**src/rtl/mem_access_unit.sv**
```systemverilog
// Load/store unit between the pipeline and a busy-wait data memory.
// Lane-positions store data, extracts and extends load data, flags misaligned
// or illegal accesses, and stalls the pipeline while memory is busy.
module mem_access_unit (
  input  logic        CLK,
  input  logic        RESET,
  input  logic [31:0] ALU_RESULT,
  input  logic [31:0] STORE_DATA,
  input  logic        MEM_READ,
  input  logic        MEM_WRITE,
  input  logic [2:0]  FUNC3,
  output logic [31:0] DMEM_ADDR,
  output logic [31:0] DMEM_WRITEDATA,
  output logic [3:0]  DMEM_BYTEEN,
  output logic        DMEM_READ,
  output logic        DMEM_WRITE,
  input  logic [31:0] DMEM_READDATA,
  input  logic        DMEM_BUSYWAIT,
  output logic [31:0] LOAD_DATA,
  output logic        BUSYWAIT,
  output logic        ACCESS_FAULT
);

  typedef enum logic [1:0] {StIdle, StAccess, StDone} state_e;

  state_e      state_q, state_d;
  logic [31:0] addr_q, wdata_q, load_q;
  logic [3:0]  byteen_q;
  logic [2:0]  func3_q;
  logic        write_q;

  logic        req, illegal_f3, misalign, fault, valid;
  logic [3:0]  be_new;
  logic [31:0] wd_new, load_ext;
  logic [7:0]  byte_sel;
  logic [15:0] half_sel;
  logic        finish;

  // Fault detection and request qualification; only evaluated while idle.
  always_comb begin
    req        = MEM_READ | MEM_WRITE;
    illegal_f3 = (FUNC3 == 3'b011) | (FUNC3 == 3'b110) | (FUNC3 == 3'b111);
    case (FUNC3[1:0])
      2'b01:   misalign = ALU_RESULT[0];
      2'b10:   misalign = |ALU_RESULT[1:0];
      default: misalign = 1'b0;
    endcase
    fault = (state_q == StIdle) & req & (illegal_f3 | misalign | (MEM_WRITE & FUNC3[2]));
    valid = (state_q == StIdle) & req & ~fault;
  end

  // Store lane placement from the incoming request.
  always_comb begin
    be_new = 4'b1111;
    wd_new = STORE_DATA;
    case (FUNC3[1:0])
      2'b00: begin
        be_new = 4'b0001 << ALU_RESULT[1:0];
        wd_new = {4{STORE_DATA[7:0]}};
      end
      2'b01: begin
        be_new = ALU_RESULT[1] ? 4'b1100 : 4'b0011;
        wd_new = {2{STORE_DATA[15:0]}};
      end
      default: ;
    endcase
  end

  // Load lane extraction and extension from the registered access.
  always_comb begin
    case (addr_q[1:0])
      2'b00:   byte_sel = DMEM_READDATA[7:0];
      2'b01:   byte_sel = DMEM_READDATA[15:8];
      2'b10:   byte_sel = DMEM_READDATA[23:16];
      default: byte_sel = DMEM_READDATA[31:24];
    endcase
    half_sel = addr_q[1] ? DMEM_READDATA[31:16] : DMEM_READDATA[15:0];
    case (func3_q)
      3'b000:  load_ext = {{24{byte_sel[7]}}, byte_sel};
      3'b001:  load_ext = {{16{half_sel[15]}}, half_sel};
      3'b100:  load_ext = {24'h0, byte_sel};
      3'b101:  load_ext = {16'h0, half_sel};
      default: load_ext = DMEM_READDATA;
    endcase
  end

  // State register.
  always_ff @(posedge CLK or negedge RESET) begin
    if (!RESET) state_q <= StIdle;
    else        state_q <= state_d;
  end

  // Next-state logic; at least one ACCESS cycle before memory ready is honoured.
  always_comb begin
    finish  = (state_q == StAccess) & ~DMEM_BUSYWAIT;
    state_d = state_q;
    case (state_q)
      StIdle:   if (valid) state_d = StAccess;
      StAccess: if (finish) state_d = StDone;
      default:  state_d = StIdle;
    endcase
  end

  // Access registers captured on acceptance; load result captured on completion.
  always_ff @(posedge CLK or negedge RESET) begin
    if (!RESET) begin
      addr_q   <= 32'h0;
      wdata_q  <= 32'h0;
      byteen_q <= 4'h0;
      func3_q  <= 3'h0;
      write_q  <= 1'b0;
      load_q   <= 32'h0;
    end else begin
      if (valid) begin
        addr_q   <= ALU_RESULT;
        wdata_q  <= wd_new;
        byteen_q <= MEM_WRITE ? be_new : 4'h0;
        func3_q  <= FUNC3;
        write_q  <= MEM_WRITE;
      end
      if (finish && !write_q) load_q <= load_ext;
    end
  end

  // Outputs; strobes derive from state so reset drops them immediately.
  always_comb begin
    DMEM_ADDR      = {addr_q[31:2], 2'b00};
    DMEM_WRITEDATA = wdata_q;
    DMEM_READ      = (state_q == StAccess) & ~write_q;
    DMEM_WRITE     = (state_q == StAccess) & write_q;
    DMEM_BYTEEN    = DMEM_WRITE ? byteen_q : 4'h0;
    BUSYWAIT       = valid | (state_q == StAccess);
    ACCESS_FAULT   = fault;
    LOAD_DATA      = load_q;
  end

endmodule
```
**config.mk**
```make
export PLATFORM = sky130hd
export DESIGN_NAME = mem_access_unit
export DESIGN_NICKNAME = d
export VERILOG_FILES = /design/src/rtl/mem_access_unit.sv
export SDC_FILE = /design/constraint.sdc
export NUM_CORES = 1
export LEC_CHECK = 0
export ABC_AREA = 1
export CAP_MARGIN = 20
export CORE_MARGIN = 3
export CORE_UTILIZATION = 59
export DETAILED_ROUTE_END_ITERATION = 16
export DONT_BUFFER_PORTS = 1
export GPL_ROUTABILITY_DRIVEN = 0
export PLACE_DENSITY = 0.78
export SLEW_MARGIN = 5
export SYNTH_ARGS = -nofsm -noshare
export SYNTH_HDL_FRONTEND = slang
export SYNTH_SLANG_ARGS = --single-unit
```
**constraint.sdc**
```tcl
create_clock -name CLK -period 1.64 [get_ports CLK]
set_clock_uncertainty 0.2 [all_clocks]
set_input_delay 0.246 -clock CLK [delete_from_list [all_inputs] [get_ports CLK]]
set_output_delay 0.246 -clock CLK [all_outputs]
set_load 0.01 [all_outputs]
```
==> key figures <==
Pwr
  – Power per cell area: 1530 nW/µm²
  – Worst IR Drop VDD: 0.901 mV
  – P_leak: 3.78 nW
  – Tot Pwr: 0.0114 W

Detailed routing
  – Post-route ant nets: 0
  – First DRT Iteration DRCs: 429
  – WL/cell: 20.1 µm
  – Avg Vias per Cell: 5.79
  – Post-Route WL: 18,900 µm
  – DR vias: 5,457
  – DR DRC count: 0
  – TritonRoute pass-1 iters: 5

Floorplan
  – Die area: 10,600 µm²
  – CORE AREA: 8930 µm²
  – Top Ports: 208
  – Die Wd: 103 µm
  – # rows: 34
  – Initial Util: 62.0%
  – Die Y-Extent: 103 µm

STA
  – Hold Slack: -0.656 ns
  – Final Critical Period: 1.93 ns
  – Slew Viols, Final: 0
  – Final Cycle Share: 118%
  – Post-route setup slack: -0.290 ns
  – Setup TNS: -16.01 ns
  – Setup violations, final: 112
  – Final Hold Viols: 106
  – Unrepaired setup endpoints after global routing: yes
  – Max Clk Rate: 518 MHz

Yosys
  – Cells after synthesis: 731
  – Synth unique cells: 29
  – Post-synth top area share: 47.9%
  – Synthesized cell area: 5540 µm²
  – Post-synthesis sequential area ratio: 47.9%
  – Number of synthesized register bits: 106
  – Post-Syn Area per Cell: 7.58 µm²
  – Synth area leaders: dfrtp_1, nand2_1, inv_1
  – Yosys warnings: 0
  – Leading area contributor after synthesis: dfrtp_1

Clock tree
  – CTS tree: built
  – CTS sink count: 106
  – CTS Buf Count: 9
  – Clock slew seen by the registers of the worst setup and hold paths: 0.12 ns
  – Worst skew pair latency: 0.38 ns
  – Htree depth: 3
  – Hold buffer count at cts: 103
  – Root buffer cell: clkbuf_8
  – Clock Path Buffers: 2

Setup path
  – Worst setup SP type: flip-flop
  – Worst path cell trace: inv_2 > nand2_2 > buf_6 > nor2_4 > buf_12 > nand2_8 > clkbuf_16 > nor2_4 > nand3_2 > nand2_1 > inv_1
  – Crit-path max FO: 6
  – CP Class: flip-flop to flip-flop
  – Worst path required time: 1.73 ns
  – CP Capture Type: flip-flop
  – Most used cell, CP: nor2_4
  – Top delay family on crit path: simple AND/OR/NAND/NOR gates
  – Buf/Inv on CP: 5
  – Crit path DAT: 2.02 ns
  – Slowest cell on crit path: dfrtp_1
  – CP max stage delay: 0.43 ns

Placement
  – Dpl hpwl: 9820 µm
  – PortBufs: 0

Outcome
  – Failing checks: negative hold slack, negative setup slack
  – Outcome: complete, but fails checks

GRT
  – Vias in the first global route: 5,239
  – First-pass GRT wire length: 25,200 µm
  – Initial antenna violation count: 0
  – All-layer global routing usage: 30.3%
  – Largest net degree at the start of global routing: 107
  – GR Overflow Total: 0

Final layout
  – Final net count: 938
  – Most common cell after layout, fill and taps aside: nand2_1
  – Share of layout cells above drive strength 1: 20.2%
  – Commonest cells after routing, fill and taps aside: nand2_1, inv_1, dfrtp_1
  – N_diodes: 0
  – P&R area growth vs syn: 34.6%

Job
  – Max Cap Viol: 0

Worst hold path
  – Min-Delay Path Class: primary input to asynchronous set/reset pin
-- sequential cells by signal (all words and copies together) (netlist names) --
| register | flops |
|---|---|
| LOAD_DATA | 32 |
| func3_q | 3 |
| byteen_q | 4 |
| state_q | 2 |
| addr_q | 32 |
| write_q | 1 |
| DMEM_WRITEDATA | 32 |
-- kinds of logic (layout without fill, tap and decap cells) --
group | Yosys count | count (layout) | share of synthesized area, %
simple gates | 290 | 291 | 21.7
buf+inv | 180 | 282 | 15.5
compound gates | 150 | 150 | 14.0
flops | 106 | 106 | 47.9
fa+ha+maj | 4 | 4 | 0.904
other cells | 1 | 2 | 0.0677
-- final timing paths --
kind	start	end	slack (ns)	cells past startpoint
max in group asynchronous	RESET	addr_q[1]	1.68	0
hold / removal	RESET	LOAD_DATA[3]	-0.66	0
setup reg to reg	state_q[1]	LOAD_DATA[29]	-0.29	11
hold reg to reg	byteen_q[0]	byteen_q[0]	0.31	2
min in group CLK	DMEM_READDATA[17]	LOAD_DATA[17]	0	6
setup / recovery	state_q[1]	LOAD_DATA[29]	-0.29	11
-- synthesized netlist by cell type (all sizes together) --
cell / number
conb: 1
a21boi: 1
o21ai: 109
nor2: 33
inv: 113
nand2: 202
buf: 52
nand3: 30
dfrtp: 106
nor3: 9
or2: 16
clkbuf: 14
o21a: 1
a21oi: 39
clkinv: 1
ha: 4
-- power by group --
| part | leakage, nW | switching, W | internal, W | total, W |
|---|---|---|---|---|
| Combinational | 2.39 | 0.00254 | 0.00189 | 0.00442 |
| Clock | 0.0972 | 0.00100 | 0.000613 | 0.00161 |
| Sequential | 1.30 | 0.00157 | 0.00378 | 0.00534 |
| Total | 3.78 | 0.00510 | 0.00628 | 0.0114 |
-- cell type report --
class | count | area, µm²
Fill cell | 502 | 1480
Timing Repair Buffer | 152 | 1650
Multi-Input combinational cell | 447 | 2390
Sequential cell | 106 | 2650
Clock inverter | 6 | 48.8
Tap cell | 108 | 135
Clock buffer | 10 | 138
Inverter | 114 | 439
-- metal layers --
layer	track usage (%)	wire length, µm
met1	34.1	6370
met4	12.9	755
met2	54.4	9750
met5	0	0
met3	7.44	2070
-- metrics by stage --
step	std cells	util, %	setup WS, ns	area (µm²)	hold WS, ns
after detailed placement	807	62.3	-0.0918	5560	-0.247
after CTS	928	76.8	-0.196	6860	-0.663
after floorplan	732	-	-0.0610	5550	-0.250
final	943	83.4	-0.290	7450	-0.656
after global routing	943	83.4	-0.329	7450	-0.680
after global placement	807	62.3	-0.00785	5560	-0.246
-- timing repair --
item,4_1_cts,5_1_grt
setup endpoints to repair,8,111
pin swaps,3,21
cloned,0,8
gates resized for setup,22,124
setup buffers,3,7
endpoints found under the hold margin,211,106
No activity file was read; power rests on OpenSTA's default activity.
